--- src/rtl/adiabatic_adder_pkg.sv ---
// Shared types and constants for the adiabatic adder core.
// The P/G export feature is selected with ADIABATIC_ADDER_PG_EXPORT_EN.
package adiabatic_adder_pkg;

  localparam int ADDER_WIDTH = 16;
  localparam int NUM_PHASES  = 8;
  localparam int PHASE_W     = 3;

  typedef enum logic [1:0] {
    IDLE = 2'd0,
    EVAL = 2'd1,
    DONE = 2'd2
  } state_t;

  localparam logic [PHASE_W-1:0] PH_HOLD = 3'd0;
  localparam logic [PHASE_W-1:0] PH_PG   = 3'd1;
  localparam logic [PHASE_W-1:0] PH_PFX0 = 3'd2;
  localparam logic [PHASE_W-1:0] PH_PFX1 = 3'd3;
  localparam logic [PHASE_W-1:0] PH_PFX2 = 3'd4;
  localparam logic [PHASE_W-1:0] PH_PFX3 = 3'd5;
  localparam logic [PHASE_W-1:0] PH_SUM  = 3'd6;
  localparam logic [PHASE_W-1:0] PH_OUT  = 3'd7;

  typedef struct packed {
    logic [ADDER_WIDTH-1:0] g;
    logic [ADDER_WIDTH-1:0] p;
  } gp_t;

  // One Kogge-Stone level; low bits already span to bit 0, so zero fill is harmless.
  function automatic gp_t ks_level(input gp_t x, input int unsigned span);
    gp_t y;
    y.g = x.g | (x.p & (x.g << span));
    y.p = x.p & (x.p << span);
    return y;
  endfunction

endpackage

--- src/rtl/adiabatic_phase_gen.sv ---
// Phase counter for the evaluation sequence plus the emulated
// adiabatic power-clock phase outputs.
module adiabatic_phase_gen
  import adiabatic_adder_pkg::*;
(
  input  logic                  clk,
  input  logic                  reset,
  input  logic                  clear_i,
  input  logic                  run_i,
  output logic [PHASE_W-1:0]    phase_o,
  output logic [NUM_PHASES-1:0] clkp_o,
  output logic [NUM_PHASES-1:0] clkn_o
);

  logic [PHASE_W-1:0] phase_q, phase_d;

  always_comb begin
    phase_d = phase_q;
    if (clear_i)    phase_d = '0;
    else if (run_i) phase_d = phase_q + 1'b1;
  end

  always_ff @(posedge clk or posedge reset) begin
    if (reset) phase_q <= '0;
    else       phase_q <= phase_d;
  end

  always_comb begin
    clkp_o = '0;
    clkn_o = '0;
    if (run_i) begin
      clkp_o[phase_q] = 1'b1;
      clkn_o          = ~clkp_o;
    end
  end

  assign phase_o = phase_q;

endmodule

--- src/rtl/adiabatic_adder_core.sv ---
// Multi-phase Kogge-Stone adder emulating an adiabatic power-clock pipeline.
// Define ADIABATIC_ADDER_PG_EXPORT_EN to export the latched-operand P/G vectors.
module adiabatic_adder_core
  import adiabatic_adder_pkg::*;
#(
  parameter int WIDTH      = ADDER_WIDTH,
  parameter int DONE_PULSE = 1
) (
  input  logic                  clk,
  input  logic                  reset,
  input  logic                  start,
  input  logic [WIDTH-1:0]      a,
  input  logic [WIDTH-1:0]      b,
  input  logic                  cin,
  output logic                  busy,
  output logic [WIDTH-1:0]      out,
  output logic                  cout,
  output logic                  calculation_done,
  output logic [NUM_PHASES-1:0] clkp_out,
  output logic [NUM_PHASES-1:0] clkn_out,
  output logic [WIDTH-1:0]      propagate,
  output logic [WIDTH-1:0]      generate_
);

  state_t             state_q, state_d;
  logic               done_q, done_d;
  logic               accept;
  logic               running;
  logic [PHASE_W-1:0] phase;
  logic [WIDTH-1:0]   a_q, b_q, p_q, out_q;
  logic               cin_q, cout_q;
  gp_t                pfx_q;
  logic [WIDTH:0]     sum_q;

  assign accept  = start && ((state_q == IDLE) || (state_q == DONE));
  assign running = (state_q == EVAL);

  always_comb begin
    state_d = state_q;
    done_d  = done_q;
    case (state_q)
      IDLE: if (start) state_d = EVAL;
      EVAL: if (phase == PH_OUT) begin
        state_d = DONE;
        done_d  = 1'b1;
      end
      DONE: begin
        if (start) begin
          state_d = EVAL;
          done_d  = 1'b0;
        end else if (DONE_PULSE != 0) begin
          done_d = 1'b0;
        end
      end
      default: state_d = IDLE;
    endcase
  end

  adiabatic_phase_gen u_phase_gen (
    .clk     (clk),
    .reset   (reset),
    .clear_i (accept),
    .run_i   (running),
    .phase_o (phase),
    .clkp_o  (clkp_out),
    .clkn_o  (clkn_out)
  );

`ifdef ADIABATIC_ADDER_PG_EXPORT_EN
  logic [WIDTH-1:0] g_q;
`endif

  always_ff @(posedge clk or posedge reset) begin
    if (reset) begin
      state_q <= IDLE;
      done_q  <= 1'b0;
      a_q     <= '0;
      b_q     <= '0;
      cin_q   <= 1'b0;
      p_q     <= '0;
      pfx_q   <= '0;
      sum_q   <= '0;
      out_q   <= '0;
      cout_q  <= 1'b0;
`ifdef ADIABATIC_ADDER_PG_EXPORT_EN
      g_q     <= '0;
`endif
    end else begin
      state_q <= state_d;
      done_q  <= done_d;
      if (accept) begin
        a_q   <= a;
        b_q   <= b;
        cin_q <= cin;
      end
      if (running) begin
        case (phase)
          PH_HOLD: ;
          PH_PG: begin
            p_q     <= a_q ^ b_q;
            // Carry-in folds into bit 0's generate so the prefix sees it as a normal group.
            pfx_q.g <= (a_q & b_q) | {{(WIDTH-1){1'b0}}, (a_q[0] ^ b_q[0]) & cin_q};
            pfx_q.p <= a_q ^ b_q;
`ifdef ADIABATIC_ADDER_PG_EXPORT_EN
            g_q     <= a_q & b_q;
`endif
          end
          PH_PFX0, PH_PFX1, PH_PFX2, PH_PFX3:
            pfx_q <= ks_level(pfx_q, 1 << (phase - PH_PFX0));
          PH_SUM:
            sum_q <= {pfx_q.g[WIDTH-1], p_q ^ {pfx_q.g[WIDTH-2:0], cin_q}};
          PH_OUT: begin
            out_q  <= sum_q[WIDTH-1:0];
            cout_q <= sum_q[WIDTH];
          end
          default: ;
        endcase
      end
    end
  end

  assign busy             = running;
  assign out              = out_q;
  assign cout             = cout_q;
  assign calculation_done = done_q;

`ifdef ADIABATIC_ADDER_PG_EXPORT_EN
  assign propagate = p_q;
  assign generate_ = g_q;
`else
  assign propagate = '0;
  assign generate_ = '0;
`endif

endmodule

--- config.mk ---
export PLATFORM = sky130hd
export DESIGN_NAME = adiabatic_adder_core
export DESIGN_NICKNAME = d
export VERILOG_FILES = /design/src/rtl/adiabatic_adder_pkg.sv /design/src/rtl/adiabatic_phase_gen.sv /design/src/rtl/adiabatic_adder_core.sv
export SDC_FILE = /design/constraint.sdc
export NUM_CORES = 1
export LEC_CHECK = 0
export ABC_CLOCK_PERIOD_IN_PS = 5830
export CORE_UTILIZATION = 46
export DETAILED_ROUTE_END_ITERATION = 10
export HOLD_SLACK_MARGIN = 0.05
export PLACE_DENSITY = 0.69
export SLEW_MARGIN = 10
export SYNTH_ARGS = -nofsm -noshare
export SYNTH_HDL_FRONTEND = slang
export SYNTH_SLANG_ARGS = --single-unit
--- constraint.sdc ---
create_clock -name clk -period 5.83 [get_ports clk]
set_input_delay 0.8745 -clock clk [delete_from_list [all_inputs] [get_ports clk]]
set_output_delay 0.8745 -clock clk [all_outputs]
set_load 0.005 [all_outputs]
==> impl_metrics.py, run 1 <==
metrics = {
    "synth": {
        "post-synth-top-count-cell": "dfrtp_1",
        "synthAdderAreaFrac_pct": 4.36,
        "ys_ff_latch": 121,
        "syn_area_mm2": 0.00717,
        "synthSimpleGateAreaFrac_pct": 13.6,
        "ys_top_cells_by_count": "dfrtp_1 (121), nand2_1 (114), mux2_2 (64)",
        "syn_area_per_cell_um2": 9.79,
        "synth_sequential_area_ratio_pct": 42.2,
        "yosys.cell_types.count": 68,
        "synth_async_sr_flop_share_pct": 100,
        "synth_flop_cell": "dfrtp_1",
        "synth_top_area_cell": "dfrtp_1",
        "synthCells": 733,
        "count_of_warnings_emitted_by_yosys": 0,
        "synth_xor_area_share_pct": 1.95,
        "synth_top_cell_area_share_pct": 42.2,
        "dominant_combinational_cell_family_by_area_after_synthesis": "compound AO/OA/AOI/OAI gates",
        "synth-compound-area-share_pct": 16.6,
        "synthMuxAreaShare_pct": 13.6,
        "synth_top_cells_by_area": "dfrtp_1 (42%), mux2_2 (10%), nand2_1 (6.0%)",
        "synth_enable_flop_cells": 0,
    },
    "grt": {
        "gr-total-overflow": 0,
        "grt_antenna_before_repair": 0,
        "first_global_vias": 5781,
        "grt_util_all_layers_pct": 28.4,
        "grt_max_degree": 51,
        "grt_pass1_wl_um": 34000,
    },
    "detailed_routing": {
        "detailroute.via_count": 6057,
        "number_of_drc_violations_after_detailed_routing_iteration_0": 547,
        "vias_per_cell": 6.17,
        "drt_pre_antenna_iters": 5,
        "postRouteAntennaNets": 0,
        "post_drt_wl_per_cell_um": 22.5,
        "totalWireLength_um": 22100,
        "drc_errors": 0,
    },
    "sta": {
        "worst_pin_slew_ns": 1.21,
        "worst_hold_slack_ns": 0.475,
        "post-route-min-period_ns": 3.56,
        "setup_viol_count_final": 0,
        "fin_crit_sh_pct": 61.0,
        "timing.setup.tns_ns": 0,
        "slew_violations": 0,
        "grt_setup_unrepaired": "false",
        "post-route-worst-setup-slack_ns": 2.27,
        "fmaxAchievable_mhz": 281,
        "timing_hold_violations_final": 0,
        "slew-limit-headroom_pct": 19.3,
        "finalClockSkew_ns": 0.00885,
    },
    "hold_path": {
        "whs_endpoint": "sum_q[12]",
        "worst_hold_path.num_cells": 2,
        "path_type_of_the_worst_min_delay_path": "reg -> reg",
        "timing.hold.worst.start": "sum_q[12]",
    },
    "final_layout": {
        "fin_nets": 842,
        "finish.cell_count_without_fillers": 982,
        "layout-drive-gt1-share_pct": 14.5,
        "n_antenna_cell": 0,
        "area_growth_syn_to_fin_pct": 17.2,
        "final_instance_area_mm2": 0.00841,
    },
    "placement": {
        "pre_cts_ws_ns": 2.40,
        "finalWeightedCongestion": 0.992,
        "detailed_place_hpwl_um": 15700,
        "place_area_mm2": 0.00783,
        "port_buffers": 70,
        "placed_cells": 950,
    },
    "floorplan": {
        "die_area_mm2": 0.0161,
        "core_mm2": 0.0152,
        "dieHeight_um": 127,
        "fp.dieW_um": 127,
        "number_of_top_level_design_ports": 103,
        "floorplan.initialDensity_pct": 47.2,
        "row_count": 45,
    },
    "power": {
        "pwr_density_cell_mw_per_mm2": 666,
        "vdd.ir_drop.worst_mv": 0.287,
        "power.static_leakage_nw": 3.63,
    },
    "worst_setup_path": {
        "crit_path_start": "u_phase_gen.phase_o[2]",
        "worstReg2RegEnd": "pfx_q[9]",
        "cp-start-kind": "flop",
        "rr_startpoint": "u_phase_gen.phase_o[2]",
        "critPathCaptureType": "flop",
        "r2r_setup_slack_ns": 2.27,
        "crit_type": "reg -> reg",
        "cp.arrival_ns": 3.85,
        "worst-endpoint-required_ns": 6.12,
        "critical_path_peak_fanout": 28,
        "rr_worst_depth": 7,
    },
    "run_status": {
        "outcome": "finished, final reports clean",
    },
    "clocking": {
        "tritoncts_clock_tree": "built",
        "ctsRootBufferMaster": "clkbuf_16",
        "cts.clk_slew.worst_paths_ns": 0.06,
        "clock_path_buffers": 2,
        "cts_buffers": 17,
        "clock_sink_count": 121,
        "clock_network_latency_to_the_later_pin_of_the_worst_skew_pair_ns": 0.41,
        "cts_hold_buf": 0,
        "cts_repair_resize_count": 0,
        "cts.htree.levels": 4,
        "postCtsSetupRepairBufs": 0,
    },
    "flow_run": {
        "maxCapViolCount": 0,
    },
}
[cells by family (layout without fill, tap and decap cells)]
group | count (synthesis) | count (layout)
buf+inv | 95 | 125
mux | 84 | 84
flops | 121 | 121
fa+ha+maj | 25 | 25
simple gates | 210 | 210
other cells | 1 | 32
compound gates | 181 | 181
xor+xnor | 16 | 16
[worst max-delay path: stages, from the launching register on]
cell and delay (ns):
dfrtp_1 0.52, inv_1 0.16, ha_1 0.99, nand2_1 0.71, nor2_1 0.60, a31oi_1 0.16
a31oi_1 0.22, nor3_1 0.07
[per-stage QoR]
step	power, mW	util (%)
final	5.60	55.3
after CTS	5.54	55.3
after floorplan	3.49	-
after global placement	4.50	51.5
after global routing	5.91	55.3
after detailed placement	4.49	51.5
[state kept, by name (all words and copies together), names as in the netlist]
register	count
out	16
pfx_q	32
a_q	16
state_q	2
p_q	16
cin_q	1
calculation_done	1
cout	1
b_q	16
u_phase_gen.phase_o	3
sum_q	17
[cells in the final DEF, fill, tap and decap left out, drive strengths merged, types with 12 or more instances in the layout]
| master | netlist | layout |
|---|---|---|
| inv | 11 | 12 |
| nand2 | 114 | 114 |
| clkdlybuf4s50 | 0 | 70 |
| ha | 25 | 25 |
| o21ai | 45 | 45 |
| a21oi | 33 | 33 |
| conb | 1 | 32 |
| dfrtp | 121 | 121 |
| xnor2 | 16 | 16 |
| and3 | 12 | 12 |
| clkbuf | 26 | 21 |
| mux2i | 15 | 15 |
| a31oi | 13 | 13 |
| mux2 | 65 | 65 |
| nor2 | 33 | 33 |
[per-layer routing]
metal | share of wire (%) | GRT usage, %
met1 | 44 | 40.0
met2 | 45 | 42.8
met3 | 7.8 | 4.89
met4 | 3.5 | 12.6
met5 | 0 | 0
[report_power, final]
group / total (mW) / switching, mW / leakage (nW) / internal [mW]
Sequential: 1.62 / 0.407 / 1.50 / 1.21
Clock: 1.03 / 0.378 / 0.283 / 0.650
Combinational: 2.95 / 1.72 / 1.84 / 1.23
Total: 5.60 / 2.50 / 3.63 / 3.09
[how the worst max path moves through the flow]
stage	endpoint	slack, ns	cells after the start
after detailed placement	pfx_q[9]	2.40	7
final	pfx_q[9]	2.27	7
after global routing	pfx_q[10]	2.05	7
after global placement	pfx_q[30]	2.46	6
after CTS	pfx_q[9]	2.41	7
after floorplan	a_q[0]	1.74	1
[cell type report]
cell class                      instances  area [um^2]
Fill cell                            1332         6790
Inverter                               13         51.3
Multi-Input combinational cell        548         3740
Clock buffer                           21          460
Sequential cell                       121         3030
Clock inverter                         11          121
Timing Repair Buffer                   80          776
Tap cell                              188          235
Note: power is estimated with default switching activity, not from simulation.
==> inputs of run 2 (changes only) <==
--- a/config.mk
+++ b/config.mk
@@ -5,11 +5,11 @@
 export SDC_FILE = /design/constraint.sdc
 export NUM_CORES = 1
 export LEC_CHECK = 0
-export ABC_CLOCK_PERIOD_IN_PS = 5830
+export ABC_CLOCK_PERIOD_IN_PS = 3100
 export CORE_UTILIZATION = 46
 export DETAILED_ROUTE_END_ITERATION = 10
 export HOLD_SLACK_MARGIN = 0.05
-export PLACE_DENSITY = 0.69
+export PLACE_DENSITY = 0.72
 export SLEW_MARGIN = 10
 export SYNTH_ARGS = -nofsm -noshare
 export SYNTH_HDL_FRONTEND = slang
==> constraint.sdc (replaced) <==
create_clock -name clk -period 3.1 [get_ports clk]
set_input_delay 0.465 -clock clk [delete_from_list [all_inputs] [get_ports clk]]
set_output_delay 0.465 -clock clk [all_outputs]
set_load 0.005 [all_outputs]
==> run 2 against run 1 <==
First-iteration DRC count shrank 14%. Combinational power up 110%. Flip-flop and latch count unchanged. Sequential share of layout area fell by 1.2 points. Final area increased by 3.6%. Final cell count is 3.5% higher. Routed wire length grew 6.4%. Clock power rose by 81%. Worst hold slack lost 0.00081 ns. Utilization grew 2.0 points. Highest routed layer unchanged.
==> impl_metrics.py, run 2 (same netlist as run 1, synthesis figures left out) <==
metrics = {
    "hold_path": {
        "path_type_of_the_worst_min_delay_path": "reg -> reg",
        "worst_hold_path.num_cells": 2,
        "whs_endpoint": "sum_q[1]",
        "timing.hold.worst.start": "sum_q[1]",
    },
    "grt": {
        "grt_util_all_layers_pct": 30.3,
        "grt_max_degree": 95,
        "grt_pass1_wl_um": 35900,
        "grt_antenna_before_repair": 0,
        "gr-total-overflow": 0,
        "first_global_vias": 6041,
    },
    "final_layout": {
        "sequential_cell_area_mm2": 0.00303,
        "largestRegisters": "pfx_q (32), sum_q (17)",
        "layout-drive-gt1-share_pct": 18.1,
        "area_growth_syn_to_fin_pct": 21.4,
        "largest_register_ffs": 32,
        "fin_nets": 879,
        "max_flop_register": "pfx_q",
        "mostFrequentLayoutCell": "dfrtp_1",
        "commonest_non_fill_non_tap_cells_in_the_layout": "dfrtp_1 (121), nand2_1 (114), clkdlybuf4s50_1 (70)",
        "finish.cell_count_without_fillers": 1016,
        "num-fill-cells": 1357,
        "n_antenna_cell": 0,
        "multi_input_area_mm2": 0.00374,
    },
    "floorplan": {
        "dieHeight_um": 127,
        "row_count": 45,
        "fp.dieW_um": 127,
        "die_area_mm2": 0.0161,
        "floorplan.initialDensity_pct": 47.2,
        "number_of_top_level_design_ports": 103,
        "core_mm2": 0.0152,
    },
    "worst_setup_path": {
        "critical_path_peak_fanout": 16,
        "rr_startpoint": "u_phase_gen.phase_o[1]",
        "cp-start-kind": "flop",
        "crit_type": "reg -> reg",
        "critPathCaptureType": "flop",
        "cp.arrival_ns": 3.12,
        "worst-endpoint-required_ns": 3.38,
        "r2r_setup_slack_ns": 0.26,
        "worstReg2RegEnd": "pfx_q[30]",
        "rr_worst_depth": 7,
    },
    "sta": {
        "slew_violations": 0,
        "worst_pin_slew_ns": 1.07,
        "post-route-min-period_ns": 2.84,
        "timing_hold_violations_final": 0,
        "fin_crit_sh_pct": 91.5,
        "finalClockSkew_ns": 0.00944,
        "slew-limit-headroom_pct": 28.1,
        "timing.setup.tns_ns": 0,
        "grt_setup_unrepaired": "false",
        "fmaxAchievable_mhz": 353,
        "setup_viol_count_final": 0,
        "worst_hold_slack_ns": 0.475,
    },
    "clocking": {
        "cts_repair_resize_count": 0,
        "ctsRootBufferMaster": "clkbuf_16",
        "postCtsSetupRepairBufs": 0,
        "clock_sink_count": 121,
        "cts.clk_slew.worst_paths_ns": 0.06,
        "cts_hold_buf": 0,
        "clock_network_latency_to_the_later_pin_of_the_worst_skew_pair_ns": 0.41,
        "cts_buffers": 17,
        "tritoncts_clock_tree": "built",
        "cts.htree.levels": 4,
        "clock_path_buffers": 2,
    },
    "detailed_routing": {
        "drc_errors": 0,
        "drt_pre_antenna_iters": 7,
        "totalWireLength_um": 23500,
        "vias_per_cell": 6.08,
        "post_drt_wl_per_cell_um": 23.1,
        "postRouteAntennaNets": 0,
        "detailroute.via_count": 6173,
        "number_of_drc_violations_after_detailed_routing_iteration_0": 469,
    },
    "power": {
        "power.static_leakage_nw": 3.80,
        "pwr_density_cell_mw_per_mm2": 1270,
        "vdd.ir_drop.worst_mv": 0.530,
    },
    "run_status": {
        "outcome": "finished, final reports clean",
    },
    "placement": {
        "port_buffers": 70,
        "placed_cells": 987,
        "detailed_place_hpwl_um": 17500,
        "finalWeightedCongestion": 0.940,
    },
    "flow_run": {
        "maxCapViolCount": 0,
    },
}
-- run 2: changes by cell type in the layout (fill, tap and decap cells not counted), sizes merged --
cell	previous run	this run
buf	10	47
bufinv	2	1
clkbuf	21	23
clkinv	8	4
clkinvlp	2	4
inv	12	10
-- run 2: worst max-delay path, cell delays in order (launching register included) --
cell	delay, ns
dfrtp_1	0.46
inv_1	0.13
ha_1	0.48
buf_12	0.23
and3b_1	0.20
nor2_1	0.81
mux2i_1	0.28
o211ai_1	0.10
-- run 2: layout make-up --
type	instances	share of cell area, %
Multi-Input combinational cell	548	42.9
Sequential cell	121	34.8
Timing Repair Buffer	117	12.5
Clock buffer	23	5.72
Tap cell	188	2.70
Clock inverter	6	0.762
Inverter	13	0.604
-- run 2: metrics by stage --
stage,worst slack (ns),power (mW),area (um^2),util [%]
floorplan,0.845,6.56,7290,-
global placement,0.429,9.10,8140,53.6
detailed placement,0.306,9.08,8140,53.6
CTS,0.288,11.0,8710,57.3
global route,0.149,11.7,8710,57.3
finish,0.264,11.1,8710,57.3
-- run 2: worst max path at each step --
stage / startpoint / endpoint / depth (start not counted)
finish: u_phase_gen.phase_o[1] / pfx_q[30] / 7
global route: u_phase_gen.phase_o[1] / pfx_q[30] / 7
CTS: u_phase_gen.phase_o[1] / pfx_q[30] / 7
detailed placement: u_phase_gen.phase_o[1] / pfx_q[30] / 7
global placement: u_phase_gen.phase_o[1] / pfx_q[12] / 8
floorplan: u_phase_gen.phase_o[2] / pfx_q[11] / 8
-- run 2: report_power, final --
group / leakage [nW] / switching [mW] / internal (mW)
Combinational: 2.03 / 3.43 / 2.72
Sequential: 1.50 / 0.769 / 2.28
Clock: 0.269 / 0.669 / 1.19
-- run 2: routing by layer --
layer	GRT usage [%]	wire length [um]	vias up
met5	0	0	-
li1	-	-	2763
met4	13.4	913	0
met1	41.1	10200	3032
met2	46.1	10600	320
met3	7.04	1740	58
